`config.mk`:
```
export PLATFORM = sky130hd
export DESIGN_NAME = ppu_write_queue
export DESIGN_NICKNAME = d
export VERILOG_FILES = /design/src/rtl/ppu_write_queue.sv
export SDC_FILE = /design/constraint.sdc
export NUM_CORES = 1
export LEC_CHECK = 0
export BUFFER_PORTS_ARGS = -buffer_cell sky130_fd_sc_hd__buf_2
export CAP_MARGIN = 20
export CORE_MARGIN = 2
export CORE_UTILIZATION = 55
export CTS_CLUSTER_SIZE = 28
export DETAILED_ROUTE_END_ITERATION = 12
export GPL_TIMING_DRIVEN = 0
export MAX_ROUTING_LAYER = met4
export PLACE_DENSITY = 0.72
export SLEW_MARGIN = 20
export SYNTH_ARGS = -nofsm -noshare
export SYNTH_HDL_FRONTEND = slang
export SYNTH_SLANG_ARGS = --single-unit
```
`constraint.sdc`:
```
create_clock -name clk -period 7 [get_ports clk]
set_clock_uncertainty 0.2 [all_clocks]
set_input_delay 1.4 -clock clk [delete_from_list [all_inputs] [get_ports clk]]
set_output_delay 1.4 -clock clk [all_outputs]
set_load 0.02 [all_outputs]
```
`src/rtl/ppu_write_queue.sv`:
```
// Write buffer in front of the PPU bus port: queues host table writes and replays them only during vblank.
// Optional status word (fill level, dropped-write count) enabled by defining PPU_WQ_STATUS_EN.
module ppu_write_queue #(
  parameter int DEPTH = 16,
  parameter int AW    = 12,
  parameter int DW    = 32
) (
  input  logic          clk,
  input  logic          reset,
  input  logic          vblank,
  input  logic          host_chipselect,
  input  logic          host_write,
  input  logic          host_read,
  input  logic [AW-1:0] host_address,
  input  logic [DW-1:0] host_writedata,
  output logic [31:0]   host_readdata,
  output logic          ppu_chipselect,
  output logic          ppu_write,
  output logic [AW-1:0] ppu_address,
  output logic [DW-1:0] ppu_writedata
);

  localparam int PTR_W = $clog2(DEPTH);
  localparam int CNT_W = PTR_W + 1;

  typedef enum logic [1:0] {IDLE, ISSUE, HOLD} state_t;

  typedef struct packed {
    logic [AW-1:0] addr;
    logic [DW-1:0] data;
  } entry_t;

  entry_t           mem [DEPTH];
  logic [PTR_W-1:0] head, tail, head_next;
  logic [CNT_W-1:0] count;
  state_t           state, next_state;

  logic [1:0]    table_sel;
  logic          host_wr, push_req, push_ok, pop, full;
  logic          ppu_chipselect_d, ppu_write_d;
  logic [AW-1:0] ppu_address_d;
  logic [DW-1:0] ppu_writedata_d;
  entry_t        head_entry;

  assign table_sel = host_address[AW-1 -: 2];
  assign host_wr   = host_chipselect & host_write;
  assign push_req  = host_wr && (table_sel != 2'b11);
  assign pop       = (state == HOLD);
  assign full      = (count == CNT_W'(DEPTH));
  // A pop in the same cycle frees the slot, so a push on a full queue is still accepted.
  assign push_ok   = push_req && (!full || pop);

  // NOTE: queue storage carries no reset; only pointers and count define which entries are valid.
  always_ff @(posedge clk) begin
    if (push_ok) mem[tail] <= '{addr: host_address, data: host_writedata};
  end

  // NOTE: sequential state uses non-blocking assignments so every flop samples pre-edge values.
  always_ff @(posedge clk or posedge reset) begin
    if (reset) begin
      head  <= '0;
      tail  <= '0;
      count <= '0;
    end else begin
      if (push_ok) tail <= tail + PTR_W'(1);
      if (pop)     head <= head + PTR_W'(1);
      count <= count + CNT_W'(push_ok) - CNT_W'(pop);
    end
  end

  assign head_next  = pop ? head + PTR_W'(1) : head;
  assign head_entry = mem[head_next];

  // NOTE: every always_comb output gets a default first so no latch is inferred.
  always_comb begin
    next_state = state;
    unique case (state)
      IDLE:    if (vblank && count != '0) next_state = ISSUE;
      ISSUE:   next_state = HOLD;
      // Continuation is judged on the entries left after this pop, not on a concurrent push.
      HOLD:    next_state = (vblank && count > CNT_W'(1)) ? ISSUE : IDLE;
      default: next_state = IDLE;
    endcase
  end

  // Outputs are decoded from next_state so the registered ppu_* signals line up with the state.
  always_comb begin
    ppu_chipselect_d = 1'b0;
    ppu_write_d      = 1'b0;
    ppu_address_d    = '0;
    ppu_writedata_d  = '0;
    unique case (next_state)
      ISSUE: begin
        ppu_chipselect_d = 1'b1;
        ppu_write_d      = 1'b1;
        ppu_address_d    = head_entry.addr;
        ppu_writedata_d  = head_entry.data;
      end
      HOLD: begin
        ppu_write_d     = 1'b1;
        ppu_address_d   = ppu_address;
        ppu_writedata_d = ppu_writedata;
      end
      default: ;
    endcase
  end

  always_ff @(posedge clk or posedge reset) begin
    if (reset) begin
      state          <= IDLE;
      ppu_chipselect <= 1'b0;
      ppu_write      <= 1'b0;
      ppu_address    <= '0;
      ppu_writedata  <= '0;
    end else begin
      state          <= next_state;
      ppu_chipselect <= ppu_chipselect_d;
      ppu_write      <= ppu_write_d;
      ppu_address    <= ppu_address_d;
      ppu_writedata  <= ppu_writedata_d;
    end
  end

`ifdef PPU_WQ_STATUS_EN
  logic [7:0]  overflow_cnt;
  logic        clr_req, drop, empty;
  logic [4:0]  count5;
  logic [31:0] status_word;

  assign clr_req     = host_wr && (table_sel == 2'b11);
  assign drop        = push_req && !push_ok;
  assign empty       = (count == '0);
  assign count5      = 5'(count);
  assign status_word = {16'b0, overflow_cnt, 1'b0, full, empty, count5};

  always_ff @(posedge clk or posedge reset) begin
    if (reset) begin
      overflow_cnt  <= '0;
      host_readdata <= '0;
    end else begin
      if (clr_req)                           overflow_cnt <= '0;
      else if (drop && overflow_cnt != 8'hFF) overflow_cnt <= overflow_cnt + 8'd1;
      if (host_chipselect && host_read) host_readdata <= status_word;
    end
  end
`else
  logic unused_host_read;
  assign unused_host_read = host_read;
  assign host_readdata    = '0;
`endif

endmodule

```
### Yosys cells after proc, flatten, opt, wreduce, memory -nomap -nowiden

Memories as Yosys holds them, arrays and structs flattened.
Index checks and enable logic that the tools add are counted.

* input bits: 50
* memory bits (writable): 704
* ROM bits: 0
* output and inout port bits: 78
* register bits: 61
* memories: 1
* bits in latches: 0

Memory list
* mem: words 16, bits a word 44, read ports 1, clocked after Yosys merged registers in 0, write ports 1, line 33 `entry_t mem [DEPTH];`

* shift-type cells: 0
* reduce and logical (&&, ||, !) cells: 9
* div/mod/pow operators: 0
* add/sub/neg operators: 4
* bitwise gates (word level): 1
* order comparisons: 1
* muxes and demuxes: 10
* eq/ne operators: 6
* $mul: 0

Operators by type and width (count)
* $pmux W32 S2: 1
* $pmux W12 S2: 1
* $add A4 B1 Y4 const B: 2
* $pmux W2 S3: 1
* $add A5 B1 Y5: 1
* $eq A5 B5 Y1 const B: 1
* $gt A5 B1 Y1 const B: 1
* $mux W1: 5
* $reduce_bool A5 Y1: 1
* $sub A5 B1 Y5: 1
* $eq A2 B1 Y1 const B: 2
* $eq A2 B2 Y1 const B: 2
* $logic_and A1 B1 Y1: 4
* $mux W4: 1
* $logic_not A2 Y1: 1
* $mux W2: 1
* $ne A2 B2 Y1 const B: 1
* $reduce_or A2 Y1: 1
* $and A1 B1 Y1: 1
* $logic_not A1 Y1: 1
* $logic_or A1 B1 Y1: 1

### Longest topological paths before layout

* depth in word-level cells: 7
* gate-level depth with buffers: 17
* gate-level depth less buffers: 16

### Least setup slack after synthesis

Ideal clock, no wire load.

* kind: input to register
* start point: input host_address[10]
* end point: memory mem[0][0] in the netlist's numbering, enable pin
* buffers on the path: 1
* stages: 5
* path slack: 57 ps
* arrival time: 6188 ps
* path through: nand2_1 > and4_1 > clkbuf_1 > inv_1 > nor4_1

* cells in the longest elaborated chain, start to end: 5

Ends and longest elaborated chain
* start, declared: line 14 `input logic [AW-1:0] host_address,`
* $ne A2 B2 Y1: line 47 `assign push_req = host_wr && (table_sel != 2'b11);`
* $logic_and A1 B1 Y1: line 47
* $logic_and A1 B1 Y1: line 51 `assign push_ok = push_req && (!full || pop);`
* $mux W1: line 55 `if (push_ok) mem[tail] <= '{addr: host_address, data: host_writedata};`
* $mux W1 (implied by the code): line 55
* end, declared: line 33

No other way between the ends.

### Final worst setup path

* start point: input host_address[11]
* end point: memory mem[2][21] in the netlist's numbering, enable pin

The elaborated chain is that of the path after synthesis.

==> summary.txt <==
Synth
  • Yosys cell types: 50
  • Yosys warning count: 0
  • Mapped Cells: 1785
  • Synthesized flop and latch total: 765
  • Sequential fraction of the synthesis area: 68.3%
  • Commonest cells in the netlist: edfxtp_1, mux2i_1, mux4_2
  • Fraction of registers with async set/reset: 7.97%
  • Synth Flop Type: edfxtp_1
  • Top-count cell post-synth: edfxtp_1
  • Number of flops mapped to enable cells by yosys: 704
  • Synth top area cells: edfxtp_1, mux4_2, mux2i_1
  • Share of the synthesized area in the top cell type: 63.7%
  • Post-synth top area cell: edfxtp_1
  • Post-synthesis cell area: 33200 um2
  • Syn Area/Cell: 18.6 um2

CTS
  • CTS sink cnt: 765
  • Post-CTS sizing: 0
  • CTS root buffer: clkbuf_16
  • H-Tree Depth: 3
  • Clk pin slew, worst setup/hold paths: 0.06 ns
  • CTS max path bufs: 3
  • Num CTS Buffers: 77
  • CTS tree: built
  • Post CTS Setup Buffer Count: 0
  • Worst-Skew Late Latency: 0.63 ns
  • Cts hold-fix bufs: 0

Routing
  • DR iter-0 viols: 1509
  • Vias/cell: 6.22
  • Post-route ant nets: 0
  • Drt total wl: 78500 um
  • Drt drc: 0
  • Via Count: 18100
  • Routed WL per cell: 27.0 um
  • Pre-antenna DRT Iters: 5

Timing
  • Worst setup margin: 2.79 ns
  • Slew @ Worst Pin: 1.15 ns
  • Slew Limit Fails: 0
  • Tcrit/Tclk final: 60.2%
  • Tmin final: 4.21 ns
  • Final Hold Vio Count: 0
  • Endpoints failing setup: 0
  • Min Hold Slack: 0.294 ns
  • RSZ-0062 raised after global routing: false
  • Setup TNS: 0 ns
  • Worst slew margin: 23.6%
  • Peak Freq: 237 MHz

Finish
  • Layout Nets: 2130
  • Layout Utilization: 63.3%
  • Synth-to-Final Area Change: 14.4%
  • Layout cells sized above 1: 27.8%
  • Design area: 38000 um2

Worst setup path
  • Critical Path RT: 7.13 ns
  • CP Launch Type: input pin
  • Worst path max stage delay: 0.65 ns
  • Most frequent CP cell: buf_4
  • Crit-path max FO: 17
  • WP depth: 11
  • Critical Path Slowest Stage Cell: nor4_2
  • WS Path Type: in2reg
  • R2R Setup Slk: 3.14 ns
  • R2R depth: 13
  • Total buffers and inverters traversed by the critical path: 8
  • CP Capture Type: flip-flop
  • Worst r2r dst: mem[2][21]$_DFFE_PP_
  • FF-to-FF Start: count[2]$_DFF_PP0_
  • Crit path DAT: 4.35 ns
  • Critical path's top delay family: buffers and inverters
  • Cells along the critical path: buf_2 > nand2_1 > and4_1 > clkbuf_1 > inv_1 > nor4_2 > buf_4 > buf_4 > buf_4 > buf_2 > buf_4

Global routing
  • Initial antenna violation count: 2
  • Grt total ovfl: 0
  • Global-route wire length before repair: 118000 um
  • Largest net degree at the start of global routing: 45
  • Vias in the first global route: 19000
  • Total track usage: 26.5%

Placement
  • Pre-CTS WS: 2.17 ns
  • Cell Area, Placed: 35600 um2
  • Port buffer count: 94
  • Post-DP HPWL: 54200 um
  • Gpl congestion: 0.818

Status
  • Status: complete, no violations

Floorplanning
  • Die footprint: 62400 um2
  • Site Rows: 90
  • Starting Density: 55.3%
  • Die H: 250 um
  • Chip width: 250 um
  • Core region area: 60000 um2
  • I/O pin cnt: 128

Min path
  • Hold_sp: ppu_address[3]$_DFFE_PP0P_
  • Min-delay worst type: reg2reg
  • Hold Path Stages: 1
  • Hold endpoint: ppu_address[3]$_DFFE_PP0P_

Power and ir drop
  • Peak VDD IR: 210 uV
  • Power Density: 419 nW/um2
  • P_leak: 13.6 nW

Job
  • Max-cap check violation count: 0
## where the power goes
part / leakage (nW) / internal (W) / switching [W]
sequential: 7.12 / 0.00529 / 0.000149
combinational: 5.32 / 0.00285 / 0.00368
clock: 1.17 / 0.00227 / 0.00169
total: 13.6 / 0.0104 / 0.00552
## state kept, by name, summed over array words and instances (netlist names)
register	cells
ppu_address	12
ppu_write	1
state	2
ppu_chipselect	1
count	5
tail	4
mem	704
head	4
ppu_writedata	32
## how the worst max path moves through the flow
stage / start / endpoint
after floorplan: host_address[10] / mem[0][0]$_DFFE_PP_
after global placement: host_address[11] / mem[2][23]$_DFFE_PP_
after detailed placement: host_address[11] / mem[2][23]$_DFFE_PP_
after CTS: host_address[11] / mem[2][21]$_DFFE_PP_
after global routing: host_address[11] / mem[2][21]$_DFFE_PP_
final: host_address[11] / mem[2][21]$_DFFE_PP_
## kinds of logic after synthesis
family                     share of synthesized area [%]
and+or+nand+nor                                     1.96
xor gates and xnor gates                           0.268
muxes                                               22.2
buffers and inverters                               2.92
AOI/OAI and AO/OA                                   3.78
adders and majority gates                          0.588
DFF                                                 68.3
other                                             0.0113
## cells in the final DEF, fill, tap and decap left out, types with 4 or more instances in the layout
cell       instances
conb_1            32
clkinv_2          10
clkinv_1           8
a32o_1            42
edfxtp_1         704
clkbuf_1          61
clkbuf_16         80
nor2_4             4
inv_1             17
buf_6             19
dfrtp_1           61
nand3_1            7
mux2i_1          344
nor2b_1            4
a21oi_1            4
o21ai_0            4
and2_4             4
a2111oi_0          4
nor3_2             4
mux4_2           173
xnor2_1            4
buf_1              5
buf_2            188
nand2_1           96
nor2_1            10
o211ai_1          86
ha_1              14
buf_12            12
nor4_2             4
clkbuf_8           4
buf_4             69
## routing by layer
| metal | global-route usage (%) | share of wire [%] | up-vias |
|---|---|---|---|
| li1 | - | - | 7818 |
| met1 | 33.4 | 39 | 9442 |
| met2 | 44.9 | 52 | 724 |
| met3 | 3.47 | 7.0 | 136 |
| met4 | 8.73 | 2.7 | 0 |
| met5 | - | 0 | - |
## area by class of cell
cell class / count / area [um2]
sequential: 765 / 22700
antenna: 2 / 5.00
clock inverter: 26 / 221
buffer: 153 / 893
inverter: 21 / 81.3
timing repair buffer: 170 / 1190
multi-input combinational: 877 / 9770
clock buffer: 118 / 2180
tap: 782 / 978
fill: 4223 / 22000
## metrics by stage
stage	power (W)	instances
after CTS	0.0160	2912
after global routing	0.0166	2913
after global placement	0.0119	2692
after detailed placement	0.0121	2768
final	0.0159	2914
after floorplan	0.0102	1816
## worst register-to-register path, delay by kind of cell, from the launching register on
family	cells	cell delay [ns]
flops	1	0.35
buf+inv	8	1.72
simple gates	4	1.09
fa+ha+maj	1	0.21
(Power assumes the default switching activity.)
